===== config.mk =====
export PLATFORM = sky130hd
export DESIGN_NAME = pdm_wave_gen_flat
export DESIGN_NICKNAME = d
export VERILOG_FILES = /design/src/rtl/pdm_wave_gen_pkg.sv /design/src/rtl/pdm_wave_gen_if.sv /design/src/rtl/pdm_wave_shaper.sv /design/src/rtl/pdm_wave_gen.sv /design/src/flat_wrapper.sv
export SDC_FILE = /design/constraint.sdc
export NUM_CORES = 1
export LEC_CHECK = 0
export CORE_MARGIN = 2
export CORE_UTILIZATION = 56
export CTS_BUF_LIST = sky130_fd_sc_hd__clkbuf_4 sky130_fd_sc_hd__clkbuf_8
export CTS_CLUSTER_DIAMETER = 150
export DETAILED_ROUTE_END_ITERATION = 12
export GPL_ROUTABILITY_DRIVEN = 0
export MAX_ROUTING_LAYER = met4
export PLACE_DENSITY = 0.81
export RECOVER_POWER = 100
export SLEW_MARGIN = 20
export SYNTH_ARGS = -nofsm -noshare
export SYNTH_HDL_FRONTEND = slang
export SYNTH_SLANG_ARGS = --single-unit

===== constraint.sdc =====
create_clock -name Clock -period 3.8 [get_ports Clock]
set_input_delay 0.95 -clock Clock [delete_from_list [all_inputs] [get_ports Clock]]
set_output_delay 0.95 -clock Clock [all_outputs]
set_load 0.005 [all_outputs]

===== src/rtl/pdm_wave_gen_pkg.sv =====
// -----------------------------------------------------------------------------
// pdm_wave_gen_pkg
//   Definitions shared by the PDM sample generator and the PDM modulator core.
//   The modulator input width, the midscale park level and the waveform codes
//   must stay identical on both sides of the pdm_input / write_en link.
// -----------------------------------------------------------------------------
package pdm_wave_gen_pkg;

    // Default widths; the sample width must equal the modulator input width.
    localparam int DEF_SAMPLE_W = 5;
    localparam int DEF_PHASE_W  = 16;
    localparam int DEF_DIV_W    = 8;

    // Level written when the generator parks (half of full scale).
    localparam int MIDSCALE = 16;

    typedef enum logic [1:0] {
        WAVE_SAW = 2'b00,
        WAVE_SQR = 2'b01,
        WAVE_TRI = 2'b10,
        WAVE_DC  = 2'b11
    } wave_t;

endpackage


===== src/rtl/pdm_wave_gen_if.sv =====
// -----------------------------------------------------------------------------
// pdm_wave_gen_if
//   Control and sample bus of the PDM sample generator.
//   master : the controller side (drives enable/wave_sel/freq_word/rate_div and
//            receives sample_out/write_en, i.e. the modulator-facing pins)
//   slave  : the generator side (pdm_wave_gen)
//   Signals:
//     enable      1 = generate samples, 0 = park at midscale
//     wave_sel    waveform select (saw, square, triangle, DC)
//     freq_word   phase increment per sample tick; low bits are the DC level
//     rate_div    sample tick every rate_div+1 cycles
//     sample_out  sample to the modulator (pdm_input)
//     write_en    one-cycle strobe qualifying sample_out
// -----------------------------------------------------------------------------
interface pdm_wave_gen_if
    import pdm_wave_gen_pkg::*;
#(
    parameter int SAMPLE_W = DEF_SAMPLE_W,
    parameter int PHASE_W  = DEF_PHASE_W,
    parameter int DIV_W    = DEF_DIV_W
) ();

    logic                enable;
    wave_t               wave_sel;
    logic [PHASE_W-1:0]  freq_word;
    logic [DIV_W-1:0]    rate_div;
    logic [SAMPLE_W-1:0] sample_out;
    logic                write_en;

    modport master (
        output enable,
        output wave_sel,
        output freq_word,
        output rate_div,
        input  sample_out,
        input  write_en
    );

    modport slave (
        input  enable,
        input  wave_sel,
        input  freq_word,
        input  rate_div,
        output sample_out,
        output write_en
    );

endinterface


===== src/rtl/pdm_wave_shaper.sv =====
// -----------------------------------------------------------------------------
// pdm_wave_shaper
//   Combinational mapping from the top bits of the phase accumulator to a
//   sample value.
//   Ports:
//     phase_msb  in   SAMPLE_W+1  top SAMPLE_W+1 bits of the phase (P)
//     wave_sel   in   wave_t      waveform select
//     level      in   SAMPLE_W    DC level
//     sample     out  SAMPLE_W    shaped sample
//   P[SAMPLE_W] is the half-period flag; the bits below it are the position
//   inside the half period.
// -----------------------------------------------------------------------------
module pdm_wave_shaper
    import pdm_wave_gen_pkg::*;
#(
    parameter int SAMPLE_W = DEF_SAMPLE_W
) (
    input  logic [SAMPLE_W:0]   phase_msb,
    input  wave_t               wave_sel,
    input  logic [SAMPLE_W-1:0] level,
    output logic [SAMPLE_W-1:0] sample
);

    always_comb begin
        sample = level;
        case (wave_sel)
            WAVE_SAW: sample = phase_msb[SAMPLE_W:1];
            WAVE_SQR: sample = phase_msb[SAMPLE_W] ? '1 : '0;
            // Second half period counts down by inverting the position bits.
            WAVE_TRI: sample = phase_msb[SAMPLE_W] ? ~phase_msb[SAMPLE_W-1:0]
                                                   :  phase_msb[SAMPLE_W-1:0];
            WAVE_DC:  sample = level;
            default:  sample = level;
        endcase
    end

endmodule


===== src/rtl/pdm_wave_gen.sv =====
// -----------------------------------------------------------------------------
// pdm_wave_gen
//   Upstream sample source for the PDM modulator core. A programmable divider
//   produces sample ticks; each tick advances a phase accumulator and the
//   shaped sample is written to the modulator with a one-cycle strobe.
//   Ports:
//     Clock    in   1   single clock, rising edge (shared with the modulator)
//     nReset   in   1   synchronous reset, active-low
//     bus      slave    enable / wave_sel / freq_word / rate_div in,
//                       sample_out / write_en out (pdm_input / write_en)
//   Timing: the tick is decided in the cycle it occurs (_p0); the phase update
//   and the registered sample/strobe appear one cycle later (_p1).
//   The widths must match those of the connected interface instance.
// -----------------------------------------------------------------------------
module pdm_wave_gen
    import pdm_wave_gen_pkg::*;
#(
    parameter int SAMPLE_W = DEF_SAMPLE_W,
    parameter int PHASE_W  = DEF_PHASE_W,
    parameter int DIV_W    = DEF_DIV_W
) (
    input  logic           Clock,
    input  logic           nReset,
    pdm_wave_gen_if.slave  bus
);

    localparam logic [SAMPLE_W-1:0] MID = SAMPLE_W'(MIDSCALE);

    logic [DIV_W-1:0]    div_cnt_p0;
    logic [PHASE_W-1:0]  phase_p0;
    logic                en_q_p0;

    logic                tick_p0;
    logic                park_p0;
    logic [PHASE_W-1:0]  phase_adv_p0;
    logic [SAMPLE_W-1:0] shaped_p0;

    logic [SAMPLE_W-1:0] sample_p1;
    logic                vld_p1;

    // ---- stage p0: divider tick, enable edge, next phase and its shape ----
    always_comb begin
        // >= (not ==) so a lowered rate_div ticks immediately instead of
        // waiting for the counter to wrap.
        tick_p0 = bus.enable && (div_cnt_p0 >= bus.rate_div);
        park_p0 = en_q_p0 && !bus.enable;
        // DC mode holds the phase so a later switch back resumes in place.
        phase_adv_p0 = (bus.wave_sel == WAVE_DC) ? phase_p0
                                                 : phase_p0 + bus.freq_word;
    end

    pdm_wave_shaper #(
        .SAMPLE_W (SAMPLE_W)
    ) u_shaper (
        .phase_msb (phase_adv_p0[PHASE_W-1 -: SAMPLE_W+1]),
        .wave_sel  (bus.wave_sel),
        .level     (bus.freq_word[SAMPLE_W-1:0]),
        .sample    (shaped_p0)
    );

    // ---- stage p1: accumulator update and registered sample/strobe ----
    always_ff @(posedge Clock) begin
        if (!nReset) begin
            div_cnt_p0 <= '0;
            phase_p0   <= '0;
            en_q_p0    <= 1'b0;
            sample_p1  <= MID;
            vld_p1     <= 1'b0;
        end else begin
            en_q_p0 <= bus.enable;
            vld_p1  <= 1'b0;

            if (!bus.enable || tick_p0) begin
                div_cnt_p0 <= '0;
            end else begin
                div_cnt_p0 <= div_cnt_p0 + DIV_W'(1);
            end

            // The park write takes priority; a tick cannot coincide with it
            // because ticks need enable=1, so the phase is left untouched.
            if (park_p0) begin
                sample_p1 <= MID;
                vld_p1    <= 1'b1;
            end else if (tick_p0) begin
                phase_p0  <= phase_adv_p0;
                sample_p1 <= shaped_p0;
                vld_p1    <= 1'b1;
            end
        end
    end

    assign bus.sample_out = sample_p1;
    assign bus.write_en   = vld_p1;

endmodule


===== src/flat_wrapper.sv =====
// flat-port wrapper written by rule: the top's interface ports become plain ports
module pdm_wave_gen_flat import pdm_wave_gen_pkg::*;
#(
    parameter int SAMPLE_W = DEF_SAMPLE_W,
    parameter int PHASE_W  = DEF_PHASE_W,
    parameter int DIV_W    = DEF_DIV_W
)
  (Clock, nReset, bus_enable, bus_wave_sel, bus_freq_word, bus_rate_div, bus_sample_out, bus_write_en);
  pdm_wave_gen_if #(.SAMPLE_W(SAMPLE_W), .PHASE_W(PHASE_W), .DIV_W(DIV_W)) bus_i ();
  input  logic Clock;
  input  logic nReset;
  input wire logic [$bits(bus_i.enable)-1:0] bus_enable;
  input wire logic [$bits(bus_i.wave_sel)-1:0] bus_wave_sel;
  input wire logic [$bits(bus_i.freq_word)-1:0] bus_freq_word;
  input wire logic [$bits(bus_i.rate_div)-1:0] bus_rate_div;
  output wire logic [$bits(bus_i.sample_out)-1:0] bus_sample_out;
  output wire logic [$bits(bus_i.write_en)-1:0] bus_write_en;
  assign bus_i.enable = bus_enable;
  assign bus_i.wave_sel = bus_wave_sel;
  assign bus_i.freq_word = bus_freq_word;
  assign bus_i.rate_div = bus_rate_div;
  assign bus_sample_out = bus_i.sample_out;
  assign bus_write_en = bus_i.write_en;
  pdm_wave_gen #(.SAMPLE_W(SAMPLE_W), .PHASE_W(PHASE_W), .DIV_W(DIV_W)) u_core (.Clock(Clock), .nReset(nReset), .bus(bus_i));
endmodule

==> results.md <==
* Status: completed
* Register bit count reported by yosys at 31
* Die footprint at 5010 um^2
* Async SR Flop Fraction at 0%
* Worst hold stages at 2
* Critical Path Fanout Max at 5
* Hold WC Path Type: reg -> reg
* Final wirelength at 5770 um
* Initial DRC Count at 209
* Skew-Pair Late Insertion Delay at 290 ps
* Worst slew margin at 39.1%
* Leading area contributor after synthesis: dfxtp_1
* Primary FF master, synth: dfxtp_1
* Max Clk Rate at 289 MHz
* Wire per inst at 14.5 um
* Max-Cap Viols at 0
* Required @ worst endpoint at 3970 ps
* Final hold violation count at 0
* Synth warn at 0
* Top cell type's share of synthesized area at 24.8%
* CP startpoint: bus_freq_word[1]
* Initial core utilization at 57.8%
* Syn_nets at 364
* Startpoint Class: input port
* Via/cell ratio at 5.86
* Nets at 401
* Antenna viol nets, final at 0
* RR Endpoint: u_core.phase_p0[14]
* Hold_buf cts at 0
* Most frequent cells after synthesis: nor2_1, dfxtp_1, ha_1
* CTS tree: done
* Post-synth EDFFs at 0
* IR Drop Worst-Case VDD at 0.190 mV
* Drt drc at 0
* Worst Hold End: u_core.bus.sample_out[4]
* Worst clock skew at 9.42 ps
* Post-CTS Setup Repair Bufs at 0
* Cell area after synthesis at 2500 um^2
* Final worst-path cycle share at 91.0%
* Number of global-route vias before repair at 2,117
* Crit-path slowest cell: clkdlybuf4s50_1
* R2R depth at 9
* Synth cell types at 56
* Gr usage total at 25.4%
* Hold slack at 456 ps
* R2r setup slk at 1130 ps
* Clock Pin Slew Worst Setup and Hold Paths at 70 ps
* Static leakage at 0.00124 uW
* Min setup slack post-route at 342 ps
* Clock buffer depth at 2
* Clock sink total at 31
* IO Pins at 35
* Pwr/cell area at 262 nW/um^2
* Root Driver: clkbuf_8
* Total CTS buffers at 5
* Total number of vias at 2,339
* FP Rows at 24
* Count leader, synth: nor2_1
* Largest net degree at the start of global routing at 15
* Max-slew violation total from the final report at 0
* Synthesized area per cell at 8.06 um^2
* Pre-antenna DRT Iters at 4
* Core area at 4320 um^2
* DIE HEIGHT at 70.8 um
* ANT cells at 0
* Sequential area share after synthesis at 24.8%
* Worst Setup Path Type: in -> reg
* Pre-CTS WS at 153 ps
* Final Util at 69.0%
* Endpoint class of the critical path: flip-flop
* Post-CTS resize count at 0
* Area after DPL at 2890 um^2
* Final setup fails at 0
* Layout area overhead at 19.4%
* Critical Path Max Stage Delay at 470 ps
* Hold_sp: u_core.bus.sample_out[4]
* H-tree Lvls at 2
* Cells after Synth at 310
* Share of cells above drive strength 1 at 6.34%
* PortBufs at 34
* Synth top area cells: dfxtp_1, ha_1, mux2i_1, nor2_1, a21oi_1
* Crit Reg-Reg Startpoint: u_core.div_cnt_p0[0]
* Die X at 70.8 um
* Actual slew at the worst max-slew pin at 904 ps
* Initial antenna violation count at 0
* CP arrival at 3620 ps
* Final min period at 3460 ps
* Grt total ovfl at 0
* Setup TNS at 0 ps
* Design Area, Final at 2980 um^2
* RSZ-0062 raised after global routing: no
* First-pass GRT wire length at 9890 um
* Worst path cell trace: clkdlybuf4s50_1 -> ha_1 -> a211oi_1 -> o211ai_1 -> a211oi_1 -> a2bb2oi_1 -> o211ai_1 -> a32oi_1 -> o21ai_0
* HPWL Detailed at 4550 um
==> critical path, delay by kind of cell <==
kind | cells | cell delay [ps]
AO/OA/AOI/OAI | 7 | 1870
buffers and inverters | 1 | 470
adder cells (fa/ha/maj) | 1 | 330
==> area by class of cell <==
class                   count  area [um^2]
multi-input cells         250         1750
fillers                   373         1340
flip-flops and latches     31          621
repair buffers             36          355
inverters                  23         86.3
clock buffers               6         76.3
well taps                  52         65.1
clock inverters             1         30.0
==> layout by cell type (no fill, tap or decap), types with 3 or more instances in the layout <==
cell             instances
o21a_1                   5
nand4_1                  5
a211oi_1                 8
dfxtp_1                 31
o21ai_0                 14
ha_1                    24
a21o_1                   4
clkdlybuf4s50_1         26
dlygate4sd3_1            8
nand2b_1                 8
xnor2_1                  9
inv_1                   22
a21oi_1                 20
nand3_1                  6
o211ai_1                 4
or2_2                    5
nor2b_1                  3
xor2_1                   9
nor3_1                   9
mux2i_1                 16
a21boi_0                 3
nand2_1                 21
clkbuf_8                 5
nor2_1                  37
==> worst max-delay path by stage <==
stage                                     to  cells after the start
finish              u_core.bus.sample_out[0]                      9
global route        u_core.bus.sample_out[4]                     11
CTS                 u_core.bus.sample_out[1]                     11
detailed placement  u_core.bus.sample_out[1]                     11
global placement    u_core.bus.sample_out[1]                     11
floorplan           u_core.bus.sample_out[1]                     10
==> registers in the layout (all words and copies together), names as in the netlist <==
register	count
u_core.en_q_p0	1
u_core.phase_p0	16
u_core.div_cnt_p0	8
u_core.bus.write_en	1
u_core.bus.sample_out	5
==> layer usage <==
metal | vias to the layer above | part of all wire [%] | GRT usage (%) | wire length [um]
met4 | 0 | 1.1 | 9.85 | 65
met5 | - | 0 | - | 0
met1 | 1065 | 49 | 35.7 | 2840
li1 | 1194 | - | - | -
met3 | 8 | 6.1 | 3.99 | 353
met2 | 72 | 44 | 36.7 | 2520
==> metrics by stage <==
step / instances / total power [uW]
6_report: 399 / 781
4_1_cts: 399 / 785
5_1_grt: 399 / 812
2_1_floorplan: 310 / 411
3_5_place_dp: 392 / 462
3_3_place_gp: 392 / 460
==> logic make-up after synthesis <==
family	Yosys count	synth area share (%)
adder cells (fa/ha/maj)	25	12.8
buffers and inverters	29	4.75
flip-flops	31	24.8
XOR/XNOR	18	6.31
AO/OA/AOI/OAI	81	23.1
AND/OR/NAND/NOR	109	21.3
multiplexers	17	6.86
==> report_power, final <==
part	switching (uW)	internal (uW)	leakage, uW	total (uW)
clock network	126	199	0.0000547	326
registers	1.74	327	0.000250	329
logic	64.0	62.2	0.000940	126
No activity file was read; power rests on OpenSTA's default activity.
